$ cat config.mk
export PLATFORM = sky130hd
export DESIGN_NAME = data_mem_arbiter
export DESIGN_NICKNAME = d
export VERILOG_FILES = /design/src/rtl/data_mem_arbiter.sv
export SDC_FILE = /design/constraint.sdc
export NUM_CORES = 1
export LEC_CHECK = 0
export CAP_MARGIN = 20
export CORE_MARGIN = 2
export CORE_UTILIZATION = 51
export DETAILED_ROUTE_END_ITERATION = 7
export GPL_ROUTABILITY_DRIVEN = 0
export PLACE_DENSITY_LB_ADDON = 0.25
export SYNTH_ARGS = -nofsm -noshare
export SYNTH_HDL_FRONTEND = slang
export SYNTH_SLANG_ARGS = --single-unit
$ cat constraint.sdc
create_clock -name i_clk -period 5.5 [get_ports i_clk]
set_input_delay 0.55 -clock i_clk [delete_from_list [all_inputs] [get_ports i_clk]]
set_output_delay 0.55 -clock i_clk [all_outputs]
set_load 0.01 [all_outputs]
$ cat src/rtl/data_mem_arbiter.sv
// Single-port data memory arbiter: CPU port A plus an internal dump sequencer (port B).
// Optional macro DATA_MEM_ARB_RR_EN: alternate winners on contention instead of fixed A priority.
module data_mem_arbiter #(
    parameter int DATA_W = 16,
    parameter int ADDR_W = 10
) (
    input  logic              i_clk,
    input  logic              i_rst,
    input  logic              i_a_req,
    input  logic              i_a_wr,
    input  logic [ADDR_W-1:0] i_a_addr,
    input  logic [DATA_W-1:0] i_a_wdata,
    output logic              o_a_gnt,
    output logic              o_a_rvalid,
    output logic [DATA_W-1:0] o_a_rdata,
    input  logic              i_dump_start,
    input  logic [ADDR_W-1:0] i_dump_base,
    input  logic [ADDR_W:0]   i_dump_len,
    output logic [DATA_W-1:0] o_dump_data,
    output logic              o_dump_valid,
    input  logic              i_dump_ready,
    output logic              o_dump_busy,
    output logic              o_dump_done,
    output logic [ADDR_W-1:0] o_mem_addr,
    output logic [DATA_W-1:0] o_mem_wdata,
    output logic              o_mem_wr,
    output logic              o_mem_rd,
    input  logic [DATA_W-1:0] i_mem_rdata
);

    localparam logic [1:0] S_IDLE  = 2'd0;
    localparam logic [1:0] S_RUN   = 2'd1;
    localparam logic [1:0] S_DRAIN = 2'd2;
    localparam logic [1:0] S_DONE  = 2'd3;

    logic [1:0]        state_q, state_d;
    logic [ADDR_W-1:0] base_q, base_d;
    logic [ADDR_W:0]   len_q, len_d;
    logic [ADDR_W:0]   issued_q, issued_d;
    logic [ADDR_W:0]   accepted_q, accepted_d;
    logic              dump_valid_q, dump_valid_d;
    logic [DATA_W-1:0] dump_data_q, dump_data_d;
    logic              a_rvalid_q, a_rvalid_d;
    logic [DATA_W-1:0] a_rdata_q, a_rdata_d;

    logic              b_elig;
    logic              a_win;
    logic              b_win;
    logic              accept;
    logic [ADDR_W-1:0] b_addr;

    // B may issue only if the output buffer will have room at the end of this cycle.
    assign b_elig = (state_q == S_RUN) && (issued_q < len_q) && (!dump_valid_q || i_dump_ready);
    assign b_addr = base_q + issued_q[ADDR_W-1:0];
    assign accept = dump_valid_q && i_dump_ready;

`ifdef DATA_MEM_ARB_RR_EN
    // Set when B won the most recent contended cycle; resets to B so A wins first.
    logic last_b_q, last_b_d;

    assign a_win = i_a_req && i_rst && (!b_elig || last_b_q);
    assign b_win = b_elig && !a_win;

    always_comb begin
        last_b_d = last_b_q;
        if (i_a_req && b_elig) begin
            last_b_d = b_win;
        end
    end

    always_ff @(posedge i_clk or negedge i_rst) begin
        if (!i_rst) begin
            last_b_q <= 1'b1;
        end else begin
            last_b_q <= last_b_d;
        end
    end
`else
    assign a_win = i_a_req && i_rst;
    assign b_win = b_elig && !a_win;
`endif

    assign o_a_gnt = a_win;

    always_comb begin
        o_mem_addr  = '0;
        o_mem_wdata = '0;
        o_mem_wr    = 1'b0;
        o_mem_rd    = 1'b0;
        if (a_win) begin
            o_mem_addr  = i_a_addr;
            o_mem_wdata = i_a_wr ? i_a_wdata : '0;
            o_mem_wr    = i_a_wr;
            o_mem_rd    = !i_a_wr;
        end else if (b_win) begin
            o_mem_addr = b_addr;
            o_mem_rd   = 1'b1;
        end
    end

    always_comb begin
        a_rvalid_d   = a_win && !i_a_wr;
        a_rdata_d    = (a_win && !i_a_wr) ? i_mem_rdata : a_rdata_q;
        dump_valid_d = b_win || (dump_valid_q && !i_dump_ready);
        dump_data_d  = b_win ? i_mem_rdata : dump_data_q;
        state_d      = state_q;
        base_d       = base_q;
        len_d        = len_q;
        issued_d     = issued_q + {{ADDR_W{1'b0}}, b_win};
        accepted_d   = accepted_q + {{ADDR_W{1'b0}}, accept};
        case (state_q)
            S_IDLE: begin
                if (i_dump_start) begin
                    base_d     = i_dump_base;
                    len_d      = i_dump_len;
                    issued_d   = '0;
                    accepted_d = '0;
                    state_d    = (i_dump_len == '0) ? S_DONE : S_RUN;
                end
            end
            S_RUN: begin
                if (issued_q == len_q) begin
                    state_d = S_DRAIN;
                end
            end
            S_DRAIN: begin
                if (accepted_q == len_q) begin
                    state_d = S_DONE;
                end
            end
            default: state_d = S_IDLE;
        endcase
    end

    always_ff @(posedge i_clk or negedge i_rst) begin
        if (!i_rst) begin
            state_q      <= S_IDLE;
            base_q       <= '0;
            len_q        <= '0;
            issued_q     <= '0;
            accepted_q   <= '0;
            dump_valid_q <= 1'b0;
            dump_data_q  <= '0;
            a_rvalid_q   <= 1'b0;
            a_rdata_q    <= '0;
        end else begin
            state_q      <= state_d;
            base_q       <= base_d;
            len_q        <= len_d;
            issued_q     <= issued_d;
            accepted_q   <= accepted_d;
            dump_valid_q <= dump_valid_d;
            dump_data_q  <= dump_data_d;
            a_rvalid_q   <= a_rvalid_d;
            a_rdata_q    <= a_rdata_d;
        end
    end

    assign o_a_rvalid   = a_rvalid_q;
    assign o_a_rdata    = a_rdata_q;
    assign o_dump_valid = dump_valid_q;
    assign o_dump_data  = dump_data_q;
    assign o_dump_busy  = (state_q != S_IDLE);
    assign o_dump_done  = (state_q == S_DONE);

endmodule

# After elaboration in Yosys (flattened, before gate mapping)
# Cells that the tools add are included.
[word_totals]
reg_bits = 79
out_inout_bits = 65
wordCells = 55
[classes]
order_cmp = 1
add_sub_neg = 3
muxes = 16
eq_ne = 8
reduce_logical = 18
[op_table]
columns = ["op", "count"]
rows = [
  ["$mux 11", 4],
  ["$mux 16", 2],
  ["$add 11x1->11", 2],
  ["$eq 11x11->1", 2],
  ["$mux 10", 2],
  ["$logic_not 11->1", 1],
  ["$lt 11x11->1", 1],
  ["$add 10x10->10", 1],
  ["$mux 2", 4],
  ["$logic_and 1x1->1", 7],
  ["$pmux 2 s3", 1],
  ["$eq 2x2->1 const B", 2],
  ["$logic_not 1->1", 4],
  ["$ne 2x2->1 const B", 2],
  ["$mux 1", 3],
  ["$reduce_and 3->1", 1],
  ["$eq 2x1->1 const B", 1],
  ["$logic_not 2->1", 1],
  ["$logic_or 1x1->1", 2],
  ["$ne 2x1->1 const B", 1],
  ["$reduce_and 2->1", 1],
  ["$reduce_bool 2->1", 1],
]

# Longest topological paths before layout
[logic_depth]
ltp_word = 7
mapped_depth = 15
depth_no_buf = 13

# Worst setup path after synthesis
# No wires, ideal clock.
[synth_timing]
path_kind = "register to register"
start = "register issued_q[2]"
end = "register issued_q[10]"
setup_slack_ns = 2.857
arrival_time_ns = 2.511
required_time_ns = 5.368
path_buffers = 2
period_less_slack_ns = 2.643
setup_ns = 0.132
stages_incl_launch_ff = 15
path_cell_list = "dfrtp_1 ha_1 nand3b_1 a21oi_1 nor3_1 o2111ai_1 buf_2 buf_2 inv_2 ha_1 ha_1 and3_1 nand3_1 xor2_1 nor2_1"
[synth_via]
elab_chain_cells = 7
[synth_lines]
columns = ["item", "line", "text"]
rows = [
  ["start, declared", "39", "logic [ADDR_W:0] issued_q, issued_d;"],
  ["start signal, assigned", "150", "issued_q <= issued_d;"],
  ["$lt 11x11->1 *", "53", "assign b_elig = (state_q == S_RUN) && (issued_q < len_q) && (!dump_valid_q || i_dump_ready);"],
  ["$logic_and 1x1->1 * (2 in a row)", "53", ""],
  ["$logic_and 1x1->1 *", "80", "assign b_win = b_elig && !a_win;"],
  ["named net b_win", "48", "logic b_win;"],
  ["$add 11x1->11 *", "109", "issued_d = issued_q + {{ADDR_W{1'b0}}, b_win};"],
  ["$mux 11", "113", "if (i_dump_start) begin"],
  ["$mux 11 *", "111", "case (state_q)"],
  ["named net issued_d[10]", "39", ""],
]
# The timed path passes the listed nets; every way through them passes the cells marked *.
# A chain may end at the register's enable or synchronous reset.

# Final worst setup path
[layout_timing]
start = "input port i_rst"
end = "output port o_mem_addr[8]"
[layout_via]
elab_chain_cells = 5
[layout_lines]
columns = ["item", "line", "text"]
rows = [
  ["start, declared", "8", "input logic i_rst,"],
  ["$logic_and 1x1->1 *", "79", "assign a_win = i_a_req && i_rst;"],
  ["$logic_not 1->1", "80", ""],
  ["$logic_and 1x1->1", "80", ""],
  ["$mux 10", "95", "end else if (b_win) begin"],
  ["$mux 10 *", "90", "if (a_win) begin"],
  ["end, declared", "24", "output logic [ADDR_W-1:0] o_mem_addr,"],
]
# Mark *: on every way between the ends. The rest lies on a longest branch, timed or not.

==> reports/metrics.csv <==
stage,metric,value,unit
clock_tree,CTS Buffer Depth,2,
sta,setup TNS,0,ns
flow_run,Max-cap violations,0,
logic_synthesis,post-synthesis async set-or-reset flop share,100,%
floorplanning,die height,95.3,µm
sta,final number of setup-violating endpoints,0,
logic_synthesis,Post-synth EDFFs,0,
sta,Final Skew,0.00762,ns
clock_tree,total CTS buffers,9,
floorplanning,Cell Rows,33,
finish,antenna cells,0,
clock_tree,"Clk Latency, worst-skew pair",0.35,ns
drt,Pre-antenna DRT Iters,5,
drt,DR vias,3623,
finish,Layout fillers,604,
placement,Post-Place Worst Slack,2.14,ns
logic_synthesis,Yosys cell types,44,
sta,crit path time final,3.65,ns
clock_tree,sink count of the clock tree,79,
floorplanning,Die X,95.3,µm
clock_tree,clock root buffer master,clkbuf_8,
critical_path,CP Capture Type,output port,
drt,First DRT Iteration DRCs,262,
power_and_ir_drop,Power Dens Cells,290,nW/µm²
grt,initial antenna violation count,0,
logic_synthesis,dominant cell type by area after synthesis,dfrtp_1,
clock_tree,H-tree depth,3,
power_and_ir_drop,PnR Total Power,1.71,mW
critical_path,Critical Path Max Stage Delay,0.58,ns
placement,Post-DP Area,5670,µm²
sta,unrepaired setup endpoints after global routing,no,
drt,final WL,10800,µm
clock_tree,TritonCTS clock tree,yes,
sta,Fin. Hold Viols,0,
logic_synthesis,prevailing post-synth register cell,dfrtp_1,
drt,# DRC,0,
sta,Slew Limit Fails,0,
grt,grt ovf,0,
finish,share of layout cells above drive strength 1,4.95,%
sta,period utilisation layout,66.4,%
logic_synthesis,Syn Inst Count,450,
critical_path,largest fanout on the critical path,29,
logic_synthesis,Synth Warn #,0,
critical_path,cell mode on critical path,buf_4,
logic_synthesis,synthesized cell area,4250,µm²
clock_tree,CTS resizes,0,
sta,max frequency,274,MHz
critical_path,Critical-path top delay cell,clkdlybuf4s50_1,
drt,DR vias/cell,5.24,
finish,Area Overhead vs Synth,38.9,%
floorplanning,Initial Utilization,52.3,%
floorplanning,Core Box Area,8130,µm²
placement,placed cells,674,
logic_synthesis,Yosys reg bits,79,
sta,worst relative slew slack,36.5,%
critical_path,critical path cell sequence,dlygate4sd3_1 -> buf_4 -> and2_1 -> nor3b_1 -> o2111ai_2 -> buf_4 -> o31ai_1 -> clkdlybuf4s50_1,
logic_synthesis,"top cells by area, synth","dfrtp_1, nand2_1, ha_1, xor2_1, mux2_1",
clock_tree,Setup Buffers After CTS,0,
critical_path,CP startpoint kind,input port,
logic_synthesis,top cell type's share of synthesized area,46.5,%
grt,first-pass GRT wire length,17300,µm
grt,GR Util All Layers,25.1,%
finish,Final #Nets,679,
status,status,finished clean,
logic_synthesis,Syn Area/Cell,9.45,µm²
logic_synthesis,sequential fraction of the synthesis area,46.5,%
hold_path,worst min-delay path category,reg -> reg,
logic_synthesis,most frequent cells after synthesis,"nand2_1, dfrtp_1, ha_1, xor2_1, and2_1",
drt,routed len/inst,15.7,µm
finish,fin area,5910,µm²
drt,Detail Route Antenna Nets,0,
floorplanning,# IOs,134,
power_and_ir_drop,Pleak,2.74,nW
logic_synthesis,Synthesized Nets,548,
finish,post-route insts no fill,691,
placement,port bufs,133,
clock_tree,clock transition at the registers of the reported paths,0.08,ns
sta,Least-Margin Pin Slew,0.952,ns
placement,post-detail-place hpwl,7900,µm
critical_path,WP data arrival,3.10,ns
critical_path,R2R Setup Slk,2.66,ns
grt,largest net degree at the start of global routing,77,
critical_path,crit path kind,in -> out,
logic_synthesis,"count leader, synth",nand2_1,
power_and_ir_drop,worst vdd ir,0.201,mV
critical_path,Critical Path RT,4.95,ns
floorplanning,die area,9080,µm²
sta,final setup margin,1.85,ns
grt,vias in the first global route,3687,
## metrics by stage
stage               utilization (%)  hold WS, ns
floorplan                         -        0.254
global placement               69.7        0.369
detailed placement             69.7        0.370
CTS                            72.6        0.488
global route                   72.6        0.515
finish                         72.6        0.483
## per-layer routing
metal,global-route usage [%],part of all wire (%),vias up
met5,0,0,-
met4,7.61,1.1,0
met3,7.59,6.6,8
met2,41.0,50,107
met1,32.1,43,1752
li1,-,-,1756
## sequential cells by signal (all words and copies together), names as in the netlist
name,cells
len_q,11
accepted_q,11
o_dump_valid,1
issued_q,11
base_q,10
o_dump_data,16
o_a_rvalid,1
state_q,2
o_a_rdata,16
## timing repair
item / CTS / global route
hold endpoints to repair: 3 / 0
hold buffers: 1 / 0
endpoints found under the setup margin: 0 / 0
## where the power goes
| group | switching [mW] | leakage [nW] | internal (mW) |
|---|---|---|---|
| combinational | 0.205 | 1.67 | 0.255 |
| clock | 0.224 | 0.105 | 0.269 |
| sequential | 0.0940 | 0.960 | 0.663 |
| total | 0.523 | 2.74 | 1.19 |
## kinds of logic after synthesis
| logic type | share of synthesized area, % |
|---|---|
| adders and majority gates | 8.71 |
| xor gates and xnor gates | 7.38 |
| buffers and inverters | 3.44 |
| muxes | 4.85 |
| DFF | 46.5 |
| and+or+nand+nor | 21.6 |
| AOI/OAI and AO/OA | 7.53 |
## placed cells by master, fill, tap and decap left out, types with 3 or more instances in the layout
master,n
a211oi_1,4
a21oi_1,11
and2_1,25
and3_1,7
buf_4,4
clkbuf_8,10
clkdlybuf4s50_1,132
clkinvlp_4,3
dfrtp_1,79
ha_1,28
inv_1,17
mux2_1,17
nand2_1,107
nand3_1,17
nor2_1,22
nor2b_1,3
nor3_1,4
nor4_1,4
o21ai_0,16
o21ai_1,9
xnor2_1,6
xor2_1,28
## critical path, delay by kind of cell
kind / cells / cell delay, ns
AO/OA/AOI/OAI: 2 / 0.39
AND/OR/NAND/NOR: 2 / 0.59
buffers and inverters: 4 / 1.56
## cell type report
class	instances	area, µm²	area share (%)
timing repair buffer	137	1360	23.1
clock buffer	10	138	2.33
sequential	79	1980	33.5
tap	105	131	2.22
clock inverter	6	91.3	1.55
inverter	19	71.3	1.21
multi-input combinational	335	2140	36.2
## final timing paths
kind                       cells past startpoint                      from                       end
max reg2reg                                   13     issued_q[4]$_DFF_PN0_    issued_q[10]$_DFF_PN0_
min in group asynchronous                      2                     i_rst   accepted_q[6]$_DFF_PN0_
min                                            2  o_a_rdata[3]$_DFFE_PN0P_  o_a_rdata[3]$_DFFE_PN0P_
max                                            8                     i_rst             o_mem_addr[8]
max in group asynchronous                      3                     i_rst     base_q[9]$_DFFE_PN0P_
min reg2reg                                    2  o_a_rdata[3]$_DFFE_PN0P_  o_a_rdata[3]$_DFFE_PN0P_
No activity file was read; power rests on OpenSTA's default activity.
==> RTL edit (config.mk and constraints unchanged) <==
`ADDR_W`: 10 -> 9.
--- a/src/rtl/data_mem_arbiter.sv
+++ b/src/rtl/data_mem_arbiter.sv
@@ -3,5 +3,5 @@
 module data_mem_arbiter #(
     parameter int DATA_W = 16,
-    parameter int ADDR_W = 10
+    parameter int ADDR_W = 9
 ) (
     input  logic              i_clk,
Interface: changed (resized i_a_addr, i_dump_base, i_dump_len and o_mem_addr); port bits go from 134 to 130. No check against the original RTL was run, so the function may have changed too.
==> RTL edit against the unedited design <==
- cell area is 5.3% lower
- fmax is 1.8% higher
- worst hold slack worse by 0.050 ns
- sequential cell count fell by 4
- synthesized area fell by 5.8%
- sequential share of layout area is 0.097 points higher
- worst setup slack better by 0.064 ns
- critical endpoint unchanged
- wire length down 5.2%
Power is not compared: it rests on default switching activity, and its combinational part moved more than twofold at a synthesized area within 25%.
==> RTL edit: results (changes against the unedited design) <==
Detailed routing
  – Met1 WL: 4.19 mm (-9.7%)
  – Total Routed Length: 10.3 mm (-5.2%)
  – Pre-antenna DRT Iters: 4 (-1)
  – WL met2: 5.20 mm (-3.0%)
  – Routed met3 length: 752 um (+5.0%)

Placement
  – Detailed Place HPWL: 7.64 mm (-3.3%)
  – PortBufs: 129 (-3.0%)

Worst setup path
  – R2R cell count: 10 (-3)
  – Register-to-register setup slack: 2.87 ns (+0.21 ns)
  – Critical path arrival: 3.04 ns (-0.06 ns)
  – Critical path peak fanout: 18 (-38%)
  – Reg2reg end: issued_q[6]$_DFF_PN0_
  – Crit path from: i_a_req
  – RR Startpoint: issued_q[3]$_DFF_PN0_

Status
  – Status: finished, final reports clean

Global routing
  – M1 GR Usage: 0.305 (-0.0162)
  – Met3 GRT Util: 0.0879 (+0.0120)
  – Met2 Use GR: 0.452 (+0.0417)
  – Vias in the first global route: 3,534 (-4.1%)
  – GR Util All Layers: 0.257 (+0.00594)

Timing
  – Skew final: 0.0122 ns (+0.00456 ns)
  – Setup ws final: 1.91 ns (+0.0640 ns)

Yosys
  – Adder-cell share of the synthesized area: 0.0893 (+0.00226)
  – Syn Nets: 508 (-7.3%)
  – Post-synthesis sequential area ratio: 0.469 (+0.00376)
  – Compound-cell area share of the yosys netlist: 0.0709 (-0.00440)
  – Synth cell types: 39 (-11%)
  – Top_reg_cell synth: dfrtp_1
  – Synth top cells by count: 105 x nand2_1, 75 x dfrtp_1, 27 x ha_1, 25 x xor2_1, 24 x and2_1

Final layout
  – Fill cells: 591 (-2.2%)
  – Final net count: 637 (-6.2%)
  – Share of cells above drive strength 1: 0.0730 (+0.0235)

Min path
  – Worst Hold Class: primary input to async pin
[RTL edit: changes by cell type after synthesis, sizes merged, moves of 3 or more]
cell / before / now
nor2: 22 / 17
dfrtp: 79 / 75
nand3: 17 / 13
o21ai: 25 / 21
xor2: 29 / 25
a21o: 2 / 5
buf: 7 / 4
[RTL edit: stage by stage]
step / util / cells / instance area [um^2] / power (mW) / hold slack (ns)
floorplan: - / 414 / 4010 / 1.49 / 0.254
global placement: 0.704 / 634 / 5380 / 1.90 / 0.459
detailed placement: 0.704 / 634 / 5380 / 1.94 / 0.461
CTS: 0.731 / 650 / 5590 / 2.40 / 0.482
global route: 0.731 / 650 / 5590 / 2.56 / 0.514
finish: 0.731 / 650 / 5590 / 2.38 / 0.433
[RTL edit: cell type report]
cell class,count,share of cell area
Clock buffer,10,0.0246
Clock inverter,6,0.0128
Inverter,18,0.0121
Multi-Input combinational cell,307,0.357
Sequential cell,75,0.336
Tap cell,102,0.0228
Timing Repair Buffer,132,0.235
